$ cat src/rtl/dac_wave_seq.sv
// Waveform playback sequencer: RAM -> AD5791 TX FIFO, paced by a sample-rate tick.
// Latency: first dac_start rate_l+1 cycles after start; backpressure holds tx_dv until accepted.
module dac_wave_seq #(
    parameter int DATA_NBIT = 20,
    parameter int ADDR_NBIT = 10,
    parameter int RATE_NBIT = 16,
    parameter int URUN_NBIT = 8
) (
    input  logic                 mclk,
    input  logic                 rst,
    input  logic                 cfg_start,
    input  logic                 cfg_stop,
    input  logic [ADDR_NBIT-1:0] cfg_base,
    input  logic [ADDR_NBIT-1:0] cfg_len,
    input  logic [7:0]           cfg_loops,
    input  logic [RATE_NBIT-1:0] cfg_rate,
    output logic                 ram_rd,
    output logic [ADDR_NBIT-1:0] ram_addr,
    input  logic [DATA_NBIT-1:0] ram_rdata,
    output logic                 tx_dv,
    output logic [DATA_NBIT-1:0] tx_data,
    input  logic                 tx_waitrequest,
    output logic                 dac_start,
    output logic                 busy,
    output logic                 done,
    output logic [URUN_NBIT-1:0] underrun_cnt
);

    typedef enum logic [2:0] {
        S_IDLE,
        S_FETCH,
        S_LOAD,
        S_PUSH,
        S_ARM,
        S_DONE
    } state_t;

    localparam logic [RATE_NBIT-1:0] RATE_MIN = RATE_NBIT'(3);

    state_t               state;
    state_t               state_nx;
    logic [ADDR_NBIT-1:0] base_l;
    logic [ADDR_NBIT-1:0] len_l;
    logic [7:0]           loops_l;
    logic [RATE_NBIT-1:0] rate_l;
    logic [ADDR_NBIT-1:0] offset;
    logic [7:0]           pass;
    logic [RATE_NBIT-1:0] cnt;
    logic                 stop_pend;
    logic                 tick;
    logic                 accept;
    logic                 start_ok;
    logic                 last;
    logic                 late;

    assign busy     = (state == S_FETCH) || (state == S_LOAD) ||
                      (state == S_PUSH)  || (state == S_ARM);
    assign tick     = busy && (cnt == rate_l);
    assign tx_dv    = (state == S_PUSH);
    assign accept   = tx_dv && !tx_waitrequest;
    assign start_ok = (state == S_IDLE) && cfg_start;
    assign last     = (offset == len_l);
    assign late     = (state == S_FETCH) || (state == S_LOAD) || (state == S_PUSH);
    assign ram_rd   = (state == S_FETCH);
    assign ram_addr = ram_rd ? (base_l + offset) : '0;
    assign done     = (state == S_DONE);

    always_ff @(posedge mclk) begin
        if (rst) begin
            state <= S_IDLE;
        end else begin
            state <= state_nx;
        end
    end

    always_comb begin
        state_nx  = state;
        dac_start = 1'b0;
        case (state)
            S_IDLE: begin
                if (cfg_start) state_nx = S_FETCH;
            end
            S_FETCH: begin
                state_nx = cfg_stop ? S_IDLE : S_LOAD;
            end
            S_LOAD: begin
                state_nx = cfg_stop ? S_IDLE : S_PUSH;
            end
            S_PUSH: begin
                // A word already offered to the FIFO must complete before a stop takes effect.
                if (accept) state_nx = (cfg_stop || stop_pend) ? S_IDLE : S_ARM;
            end
            S_ARM: begin
                if (cfg_stop) begin
                    state_nx = S_IDLE;
                end else if (tick) begin
                    dac_start = 1'b1;
                    if (last && (loops_l != 8'd0) && (pass == loops_l)) begin
                        state_nx = S_DONE;
                    end else begin
                        state_nx = S_FETCH;
                    end
                end
            end
            S_DONE: begin
                state_nx = S_IDLE;
            end
            default: begin
                state_nx = S_IDLE;
            end
        endcase
    end

    always_ff @(posedge mclk) begin
        if (rst) begin
            base_l  <= '0;
            len_l   <= '0;
            loops_l <= '0;
            rate_l  <= RATE_MIN;
        end else if (start_ok) begin
            base_l  <= cfg_base;
            len_l   <= cfg_len;
            loops_l <= cfg_loops;
            rate_l  <= (cfg_rate < RATE_MIN) ? RATE_MIN : cfg_rate;
        end
    end

    always_ff @(posedge mclk) begin
        if (rst) begin
            offset <= '0;
            pass   <= '0;
        end else if (start_ok) begin
            offset <= '0;
            pass   <= 8'd1;
        end else if (dac_start) begin
            if (last) begin
                offset <= '0;
                pass   <= pass + 8'd1;
            end else begin
                offset <= offset + ADDR_NBIT'(1);
            end
        end
    end

    always_ff @(posedge mclk) begin
        if (rst) begin
            cnt <= '0;
        end else if (start_ok) begin
            cnt <= '0;
        end else if (busy) begin
            cnt <= tick ? '0 : cnt + RATE_NBIT'(1);
        end
    end

    // A tick that finds the sample not yet in the FIFO is an underrun.
    always_ff @(posedge mclk) begin
        if (rst) begin
            underrun_cnt <= '0;
        end else if (start_ok) begin
            underrun_cnt <= '0;
        end else if (tick && late && (underrun_cnt != '1)) begin
            underrun_cnt <= underrun_cnt + URUN_NBIT'(1);
        end
    end

    always_ff @(posedge mclk) begin
        if (rst) begin
            tx_data <= '0;
        end else if (state == S_LOAD) begin
            tx_data <= ram_rdata;
        end
    end

    always_ff @(posedge mclk) begin
        if (rst) begin
            stop_pend <= 1'b0;
        end else begin
            stop_pend <= (state == S_PUSH) && !accept && (stop_pend || cfg_stop);
        end
    end

endmodule

$ cat config.mk
export PLATFORM = sky130hd
export DESIGN_NAME = dac_wave_seq
export DESIGN_NICKNAME = d
export VERILOG_FILES = /design/src/rtl/dac_wave_seq.sv
export SDC_FILE = /design/constraint.sdc
export NUM_CORES = 1
export LEC_CHECK = 0
export CAP_MARGIN = 15
export CELL_PAD_IN_SITES_DETAIL_PLACEMENT = 0
export CELL_PAD_IN_SITES_GLOBAL_PLACEMENT = 2
export CORE_ASPECT_RATIO = 1.4
export CORE_MARGIN = 4
export CORE_UTILIZATION = 32
export CTS_CLUSTER_DIAMETER = 200
export DETAILED_ROUTE_END_ITERATION = 8
export HOLD_SLACK_MARGIN = 0.05
export PLACE_DENSITY_LB_ADDON = 0.1
export SLEW_MARGIN = 20
export SYNTH_ARGS = -nofsm -noshare
export SYNTH_HDL_FRONTEND = slang
export SYNTH_SLANG_ARGS = --single-unit
$ cat constraint.sdc
create_clock -name mclk -period 5.5 [get_ports mclk]
set_input_delay 0.55 -clock mclk [delete_from_list [all_inputs] [get_ports mclk]]
set_output_delay 0.55 -clock mclk [all_outputs]
set_load 0.01 [all_outputs]
==> run summary <==
==========================================================================================
Power after layout                                                                 1.83 mW
Crit path required time                                                            4.95 ns
Number of cells after detailed placement                                               947
Total negative slack                                                                  0 ns
Worst hold path class                                                         register to register
Wire length of the first global-routing pass                                      25100 µm
Flip-flop cell with the highest count after synthesis                              dfxtp_1
CP Launch Point                                                                   state[0]
Buffer levels on the longest clock path                                                  2
Post-route minimum period                                                          3.46 ns
Most frequent cell after synthesis                                                 nand2_1
Share of Yosys cell area claimed by the top area cell type                           0.416
Met2 Usage GRT                                                                       0.307
Part of the cycle the worst path needs                                               0.629
Area growth from synthesis to layout                                                 29.9%
Leakage component of the power                                                     2.39 nW
Gate Count Post-Synth                                                                  665
Critical path start-end classification                                        register to output port
CP Capture Type                                                                output port
Critical Path Source Type                                                         register
Height of the die                                                                   160 µm
Final Setup Violations                                                                   0
Level count of the clock H-tree                                                          3
Post-cts hold buffer count                                                               0
Largest cells by area after synthesis                                         dfxtp_1 42%, nand2_1 10%, a21oi_1 8.0%, xnor2_1 6.6%, nor2_1 3.4%
Count of buffers inserted at the top-level ports                                       111
RSZ-0062 raised after global routing                                                 false
Total vias in the final route                                                         4834
Initial core utilization                                                             0.326
Iteration-0 DRC count of the detailed router                                           183
Power Dens Cells                                                                266 nW/µm²
Synth warnings                                                                           0
Core Util, Final                                                                     0.424
Top Usage Layer GRT                                                                   met2
Post-synthesis sequential area ratio                                                 0.416
Synth Net Count                                                                        748
Area inside the core boundary                                                    16200 µm²
Actual transition at the worst max-transition pin                                 0.811 ns
Data arrival, critical path                                                        2.91 ns
Cell-by-cell trace of the critical path                                       or3_1, nand4_1, nor3_4, nand3_1, inv_1, clkdlybuf4s50_1
# rows                                                                                  55
TritonRoute pass-1 iters                                                                 4
CTS resizes                                                                              0
FF-to-FF setup slack                                                               2.83 ns
Die span in x                                                                       117 µm
Root buffer selected by CTS                                                      clkbuf_16
Initial antenna violation count                                                          0
DR DRC count                                                                             0
Cell accounting for the most synthesized area                                      dfxtp_1
List of most frequent post-synthesis cells                                    143 x nand2_1, 110 x dfxtp_1, 85 x a21oi_1
Origin of the worst min-delay path                                             tx_data[17]
Maximum fanout encountered on the critical timing path                                  15
Clock tree from TritonCTS                                                             done
ANT nets after route                                                                     0
Number of flops mapped to enable cells by yosys                                          0
Die footprint                                                                    18700 µm²
Number of top-level pins                                                               112
WHS Path Cells                                                                           2
Sink count of the clock tree                                                           110
# nets final                                                                           842
Run status                                                                    complete, no violations
TritonCTS Buffers                                                                        9
Number of unique standard cell types used by synthesis                                  54
IR Drop Worst-Case VDD                                                            0.137 mV
Relative max-transition margin                                                       0.459
Final RePlAce weighted congestion                                                    0.794
CP max stage delay                                                                 0.63 ns
Global-route total usage across every layer                                          0.171
Hold-critical path endpoint                                                    tx_data[17]
Launch point of the worst reg-to-reg path                                         state[0]
Number of fill cells in the layout                                                    1665
Number of cell instances on the worst register-to-register path                          7
Met3 track demand over resource in global routing                                   0.0356
Clock edge transition at the registers on the reported setup and hold paths        0.08 ns
Met1 usage                                                                           0.197
Worst clock skew                                                                0.00780 ns
Worst Path Buf+Inv                                                                       2
Number of hold violations in the final report                                            0
Capture point of the worst reg-to-reg path                                         pass[4]
Fraction of final layout cells with drive strength greater than 1                   0.0406
Hold slack                                                                        0.456 ns
Average size of a mapped cell                                                     7.97 µm²
Largest net degree at the start of global routing                                       71
Routed wire length                                                                15500 µm
Vias in the first global route                                                        4961
Max cap viols                                                                            0
Cell family contributing the most delay on the critical path                  simple AND/OR/NAND/NOR gates
Fmax                                                                               289 MHz
Diode count                                                                              0
Average wire per cell in the routed design                                         16.1 µm
Routed vias/inst                                                                      5.02
Post-CTS Setup Bufs                                                                      0
Global-route congestion overflow total                                                   0
Non-filler cells in the finished layout                                                963
Post-synthesis async set-or-reset flop share                                             0
#FFs+latches synth                                                                     110
DPL Wire Length                                                                   11200 µm
Library cell contributing the largest single delay on the critical path            dfxtp_1
Final-report max-slew violation count                                                    0
Clock Latency Late Sink                                                            0.35 ns
Netlist area before placement                                                     5300 µm²
==========================================================================================
-- cell usage in the layout (no fill, tap or decap), drive strengths merged, types with 3 or more instances in the layout --
cell	n
clkbuf	12
xnor2	40
nand2b	5
nand2	143
inv	13
dfxtp	110
nand4	18
nor2b	8
or3	8
xor2	19
nor3	15
nor2	48
or2	4
ha	13
nor4	6
nand3	12
and2	5
nor4b	3
o21ai	19
clkdlybuf4s50	110
a21oi	85
a31oi	4
or4	5
buf	7
or3b	8
and3	12
a211oi	3
-- per-layer routing --
metal	share of wire	routed length (µm)
met5	0	0
met2	0.52	8130
met1	0.41	6430
met4	0.018	284
met3	0.043	673
-- power by group --
part	total (mW)	switching, mW	internal (mW)
logic	0.284	0.154	0.130
registers	0.862	0.0313	0.831
clock network	0.685	0.305	0.381
total	1.83	0.490	1.34
-- how the worst max path moves through the flow --
stage | to | slack (ns) | cells after the start
finish | dac_start | 2.04 | 6
global route | dac_start | 1.82 | 6
CTS | dac_start | 2.01 | 6
detailed placement | dac_start | 2.16 | 5
global placement | dac_start | 2.18 | 5
floorplan | ram_addr[8] | 3.09 | 9
-- state kept, by name, indices dropped and copies added (netlist names) --
register	count
offset	10
stop_pend	1
state	3
tx_data	20
base_l	10
underrun_cnt	8
rate_l	16
pass	8
len_l	10
cnt	16
loops_l	8
-- stage by stage --
| step | area [µm²] | setup slack [ns] |
|---|---|---|
| 3_3_place_gp | 6570 | 2.18 |
| 5_1_grt | 6880 | 1.82 |
| 3_5_place_dp | 6570 | 2.16 |
| 6_report | 6880 | 2.04 |
| 4_1_cts | 6880 | 2.01 |
| 2_1_floorplan | 5300 | 3.09 |
-- kinds of logic (layout without fill, tap and decap cells) --
| family | after synthesis | in the layout | share of synthesized area |
|---|---|---|---|
| flops | 110 | 110 | 0.416 |
| fa+ha+maj | 15 | 15 | 0.0364 |
| buf+inv | 47 | 146 | 0.0335 |
| xor+xnor | 59 | 59 | 0.0975 |
| mux | 1 | 1 | 0.00189 |
| simple gates | 303 | 303 | 0.278 |
| compound gates | 130 | 130 | 0.137 |
-- worst reg2reg max path, stage by stage (launching register included) --
cell and delay [ns]:
dfxtp_1 0.63, nor2_1 0.16, and3_1 0.21, buf_4 0.28
or2_1 0.45, buf_4 0.29, or4_1 0.51, nand2_1 0.09
-- layout make-up --
| cell class | instances | area [µm²] | share of cell area |
|---|---|---|---|
| inverter | 13 | 48.8 | 0.00709 |
| multi-input combinational | 508 | 2920 | 0.424 |
| timing repair buffer | 117 | 1150 | 0.167 |
| clock inverter | 4 | 55.1 | 0.00800 |
| tap | 199 | 249 | 0.0362 |
| sequential | 110 | 2200 | 0.320 |
| clock buffer | 12 | 256 | 0.0373 |
Power figures use the tool's default switching activity.
